==> config.mk <==
export PLATFORM = sky130hd
export DESIGN_NAME = spi_controller
export DESIGN_NICKNAME = d
export VERILOG_FILES = /design/src/rtl/spi_controller.sv
export SDC_FILE = /design/constraint.sdc
export NUM_CORES = 1
export LEC_CHECK = 0
export ABC_AREA = 1
export BUFFER_PORTS_ARGS = -buffer_cell sky130_fd_sc_hd__clkbuf_2
export CORE_MARGIN = 2
export CORE_UTILIZATION = 28
export CTS_CLUSTER_DIAMETER = 120
export DETAILED_ROUTE_END_ITERATION = 12
export PLACE_DENSITY = 0.45
export SLEW_MARGIN = 20
export SYNTH_ARGS = -nofsm -noshare
export SYNTH_HDL_FRONTEND = slang
export SYNTH_SLANG_ARGS = --single-unit
==> constraint.sdc <==
create_clock -name clk -period 3.5 [get_ports clk]
set_input_delay 0.7 -clock clk [delete_from_list [all_inputs] [get_ports clk]]
set_output_delay 0.7 -clock clk [all_outputs]
set_load 0.03 [all_outputs]
==> src/rtl/spi_controller.sv <==
// SPI mode-0 initiator: serializes one 16-bit register-write frame {write, addr, data}
// MSB first per valid/ready handshake, with setup/hold margins and an optional nCS gap.
module spi_controller #(
    parameter int CLK_DIV = 4,
    parameter int CS_GAP  = 4
) (
    input  logic       clk,
    input  logic       rst_n,
    input  logic       req_valid,
    output logic       req_ready,
    input  logic       req_write,
    input  logic [6:0] req_addr,
    input  logic [7:0] req_data,
    output logic       sclk,
    output logic       copi,
    output logic       ncs,
    output logic       busy,
    output logic       done
);

    localparam int MAX_CNT = (CLK_DIV > CS_GAP) ? CLK_DIV : CS_GAP;
    localparam int CNT_W   = (MAX_CNT > 2) ? $clog2(MAX_CNT) : 1;
    localparam logic [CNT_W-1:0] DIV_LAST = CNT_W'(CLK_DIV - 1);
    localparam logic [CNT_W-1:0] GAP_LAST = CNT_W'((CS_GAP > 0) ? CS_GAP - 1 : 0);

    typedef enum logic [2:0] {
        IDLE,
        LEAD,
        HIGH,
        LOW,
        TRAIL,
        GAP
    } state_t;

    state_t           state, state_next;
    logic [CNT_W-1:0] div_cnt, div_next;
    logic [3:0]       bit_cnt, bit_next;
    logic [14:0]      shift_reg, shift_next;
    logic             sclk_next, copi_next, ncs_next, done_next;
    logic             div_last;

    assign req_ready = (state == IDLE);
    assign busy      = (state != IDLE);
    assign div_last  = (div_cnt == DIV_LAST);

    always_ff @(posedge clk or negedge rst_n) begin
        if (!rst_n) begin
            state     <= IDLE;
            div_cnt   <= '0;
            bit_cnt   <= '0;
            shift_reg <= '0;
            sclk      <= 1'b0;
            copi      <= 1'b0;
            ncs       <= 1'b1;
            done      <= 1'b0;
        end else begin
            state     <= state_next;
            div_cnt   <= div_next;
            bit_cnt   <= bit_next;
            shift_reg <= shift_next;
            sclk      <= sclk_next;
            copi      <= copi_next;
            ncs       <= ncs_next;
            done      <= done_next;
        end
    end

    // The R/W bit goes straight onto copi at load; shift_reg keeps the remaining 15 bits.
    always_comb begin
        state_next = state;
        div_next   = div_cnt;
        bit_next   = bit_cnt;
        shift_next = shift_reg;
        sclk_next  = sclk;
        copi_next  = copi;
        ncs_next   = ncs;
        done_next  = 1'b0;

        case (state)
            IDLE: begin
                if (req_valid) begin
                    shift_next = {req_addr, req_data};
                    copi_next  = req_write;
                    ncs_next   = 1'b0;
                    bit_next   = '0;
                    div_next   = '0;
                    state_next = LEAD;
                end
            end
            LEAD, LOW: begin
                if (div_last) begin
                    sclk_next  = 1'b1;
                    div_next   = '0;
                    state_next = HIGH;
                end else begin
                    div_next = div_cnt + 1'b1;
                end
            end
            HIGH: begin
                if (div_last) begin
                    sclk_next = 1'b0;
                    div_next  = '0;
                    if (bit_cnt == 4'd15) begin
                        state_next = TRAIL;
                    end else begin
                        copi_next  = shift_reg[14];
                        shift_next = {shift_reg[13:0], 1'b0};
                        bit_next   = bit_cnt + 4'd1;
                        state_next = LOW;
                    end
                end else begin
                    div_next = div_cnt + 1'b1;
                end
            end
            TRAIL: begin
                if (div_last) begin
                    ncs_next   = 1'b1;
                    copi_next  = 1'b0;
                    done_next  = 1'b1;
                    div_next   = '0;
                    state_next = (CS_GAP > 0) ? GAP : IDLE;
                end else begin
                    div_next = div_cnt + 1'b1;
                end
            end
            GAP: begin
                if (div_cnt == GAP_LAST) begin
                    div_next   = '0;
                    state_next = IDLE;
                end else begin
                    div_next = div_cnt + 1'b1;
                end
            end
            default: begin
                state_next = IDLE;
                div_next   = '0;
            end
        endcase
    end

endmodule

After elaboration in Yosys (flattened, before gate mapping)
Index checks and enable logic that the tools add are counted.
- $add $sub $neg: 2
- eq/ne operators: 13
- muxes and demuxes: 29
- reduce and logical (&&, ||, !) cells: 13
- operator list (kind ; number):
    two-way mux 15 bit ; 3
    case mux 15 bit (2 select lines) ; 1
    two-way mux 3 bit ; 6
    case mux 3 bit (5 select lines) ; 1
    two-way mux 4 bit ; 3
    inequality test 2 bit, second input constant ; 6
    AND reduction 5 bit ; 2
    two-way mux 1 bit ; 8
    case mux 4 bit (2 select lines) ; 1
    == test 3 x 2 -> 1 bit, second input constant ; 2
    == test 3 bit, second input constant ; 2
    AND reduction 3 bit ; 2
    nonzero test 2 bit ; 3
    nonzero test 3 bit ; 2
    OR reduction 5 bit ; 1
    adder 4 x 1 -> 4 bit, second input constant ; 1
    == test 4 bit, second input constant ; 1
    two-way mux 2 bit ; 2
    case mux 1 bit (2 select lines) ; 2
    case mux 2 bit (2 select lines) ; 1
    AND reduction 4 bit ; 1
    == test 3 x 1 -> 1 bit, second input constant ; 1
    zero test 3 bit ; 1
    case mux 1 bit (3 select lines) ; 1
    other kinds (3) ; 3
- bits in registers: 28
- bits of input ports: 19
- output and inout bits: 6
- logic and storage cells: 65

Depth between registers and ports, before layout
- word-level depth: 4
- mapped depth: 8
- depth with buffers taken out: 7

Worst setup path before layout
Ideal clock, no wire load.
- path kind: flip-flop to output port
- start point: register state[1]
- end point: output req_ready
- data arrival time: 1.213 ns
- required time: 2.800 ns
- slack: 1.587 ns
- stages on the path, launching flop included: 5
- path buffers: 1
- path through: dfrtp_1 > buf_4 > nor2_4 > nand2_1 > inv_1
- word-level cells in the longest chain between the ends: 1
- RTL lines (item ; line ; text):
    from (decl) ; 35 ; state_t state, state_next;
    from (signal assigned) ; 57 ; state <= state_next;
    zero test 3 bit ; 42 ; assign req_ready = (state == IDLE);
    to (decl) ; 10 ; output logic req_ready,
No other way between the ends.

Worst setup path after layout
Ends and elaborated chain as after synthesis.

==> run summary <==
Setup repair after global routing left no endpoint under its margin. In this run the core area contains 27 standard-cell rows. The remaining max-slew budget at the tightest pin came out at 53.0%. Pin placement for this block handled 25 I/O pins.

For the final database, setup skew stands at 0.00821 ns. For this run, the post-layout net count is 233. The global placement routability congestion came out at 0.839. The number of antenna diodes in the final layout is 0.

The number of sinks handled by clock tree synthesis came out at 28. The total number of vias is 1223. Leaving out fill and tap cells, the most frequent cells in the layout are nand2_1, inv_1, dfrtp_1. The worst-case vdd ir drop is 0.267 mV. The area of the core is 5440 sq um. The synthesized area came out at 1560 sq um. The final worst-path cycle share came out at 62.3%. STA classifies the critical path startpoint as a flop. The overall die height came out at 78.6 microns. The total power of the final layout came out at 1470 uW. Setup slack closes at 1.32 ns. The number of max-slew violations in the final report is 0. The mean instance size in the synthesized netlist came out at 8.21 sq um.

The initial cell density of the core is 28.7%. The endpoint class of the critical path is an output port. In this run the number of H-tree levels came out at 1. The synthesis-stage register bit count came out at 28. For this design the ratio of total power to cell area is 844 nW/um^2.

The leftover overflow at the end of global routing is 0. Sequential cells were found to cover 45.0% of the synthesized design area. The number of buffers inserted by hold repair at cts came out at 0. The combinational family with the most area after synthesis is simple AND/OR/NAND/NOR gates.

The TritonCTS buffer count came out at 3. The number of DRC markers in iteration 0 came out at 64. The via count of the first global-routing pass came out at 1244.

Across the run, the number of max-cap violations was 0. The filler cell count in the final layout came out at 575. In this run the tool buffered the top-level ports with 24 buffer cells. The clock latency of the later-clocked register in the worst-skew pair is 0.27 ns.

For this block, the routed nets add up to 2.99 mm of wire. The number of hold violations in the final report is 0. Static timing analysis puts the maximum clock frequency at 458 MHz. The run finished with clean final reports.

The root buffer cell chosen for the clock tree is clkbuf_8. The first global-routing pass estimated 5.40 mm of wire. The top cell type by area accounts for 43.3% of the synthesized area. The net count after synthesis is 211.

The area of the die came out at 6190 sq um. The post-synthesis share of cell area spent on and, or, nand and nor gates came out at 24.0%. The register with the most flip-flops in the layout has 15 of them. Setup violations remaining at the end of the flow were counted as 0.

The fraction of final layout cells sized beyond drive strength 1 came out at 23.7%. The die is 78.6 microns wide. The number of different library cells used by synthesis comes to 27. Data arrives at the worst endpoint at 1.48 ns. The worst min-delay path category is input port to async pin. The biggest area contributor in the post-synthesis netlist is dfrtp_1.

The area share of xor/xnor cells in the synthesized design came out at 0.561%. The count of cells in the finished layout, fillers not included, comes to 283. The leakage power of the design is 0.000877 uW. The worst setup path is of the flop to output port kind. The number of setup buffers added after CTS came out at 0. For this run, design rule violations remaining after detail routing come to 0. The quantity of gates resized following cts is 0.

Global routing used 10.8% of the available tracks. The largest fanout on the critical path is 10. The total half-perimeter wirelength after legalization and detailed placement came out at 2.11 mm. The worst setup slack before clock tree synthesis is 1.62 ns. The vias per cell is 4.32.

Synthesis handed over a netlist of 190 instances. The adder and majority cell fraction of the synthesized area is 1.60%. The library cell used most frequently in the layout, excluding fill and tap cells, is nand2_1. The worst-margin pin slew came out at 0.704 ns.

At the worst endpoint, the required time is 2.80 ns. The CTS tree is built. The shortest clock period the worst path allows after layout came out at 2.18 ns. The compound-gate portion of the synthesized area came out at 17.7%. Of the post-synthesis cell area, the part taken by muxes is 0%. The initial antenna violation count came to 0. The remaining antenna violation count after routing is 0. At the end of the flow the core is filled with cells to 32.1%. The clock tree buffer depth came out at 2. Clock-pin slew was measured on the worst setup and hold paths at 0.10 ns.

The first detailed-routing pass took 2 iterations. The maximum number of pins on one net before global-route repair is 35. The setup TNS came out at 0 ns. The synthesis-to-finish area growth came out at 11.9%.

Ranked by total cell area, the synthesized netlist is headed by dfrtp_1, nand2_1, o21ai_0. Once placement completed, the tool counted placed cells totaling 279. The routed length per placed instance came out at 10.6 microns.

The number of warning messages in the yosys log came out at 0.
-- synthesized netlist by cell type, drive strengths merged --
cell,n
a21oi,2
a31oi,1
buf,6
clkbuf,1
dfrtp,27
dfstp,1
ha,2
inv,28
nand2,49
nand3,13
nand4,1
nor2,14
nor3,1
o21ai,43
xnor2,1
-- worst max-delay path, cell delays in order, from the launching register on --
cell	delay [ns]
dfrtp_1	0.53
nor2_4	0.21
nand2_1	0.15
inv_1	0.11
clkbuf_2	0.21
-- stage by stage --
stage	hold slack, ns	area (sq um)
floorplan	0.404	1560
global placement	0.472	1700
detailed placement	0.483	1700
CTS	0.489	1750
global route	0.515	1750
finish	0.456	1750
-- kinds of logic after synthesis --
group	Yosys count
AND/OR/NAND/NOR	78
AO/OA/AOI/OAI	46
buffers and inverters	35
flip-flops	28
adder cells (fa/ha/maj)	2
XOR/XNOR	1
-- path summary, 6_finish.rpt --
path | startpoint | to | slack, ns | cells after the start
setup / recovery | state[1]$_DFFE_PN0P_ | req_ready | 1.32 | 4
hold / removal | rst_n | shift_reg[5]$_DFFE_PN0P_ | 0.46 | 1
setup reg to reg | bit_cnt[0]$_DFFE_PN0P_ | shift_reg[14]$_DFFE_PN0P_ | 1.79 | 6
hold reg to reg | copi$_DFFE_PN0P_ | copi$_DFFE_PN0P_ | 0.50 | 2
max in group asynchronous | rst_n | div_cnt[1]$_DFFE_PN0P_ | 2.59 | 1
min in group clk | copi$_DFFE_PN0P_ | copi$_DFFE_PN0P_ | 0.50 | 2
-- report_power, final --
group	leakage [uW]	internal (uW)	switching (uW)
Sequential	0.000351	454	72.8
Clock	0.0000228	81.5	97.2
Combinational	0.000503	242	526
Total	0.000877	778	696
-- layout make-up --
cell class / count / area (sq um) / share of cell area [%]
repair buffers: 24 / 120 / 6.88
clock buffers: 4 / 45.0 / 2.58
multi-input cells: 127 / 684 / 39.2
flip-flops and latches: 28 / 702 / 40.2
well taps: 72 / 90.1 / 5.16
inverters: 28 / 105 / 6.02
-- routing by layer --
layer  part of all wire [%]  up-vias  track usage [%]  wire, microns
met4                    1.4        0             3.16             41
li1                       -      650                -              -
met5                      0        -                0              0
met2                     47        9             19.1           1410
met3                    1.1        4             1.38             33
met1                     50      560             13.6           1500
Note: power is estimated with default switching activity, not from simulation.
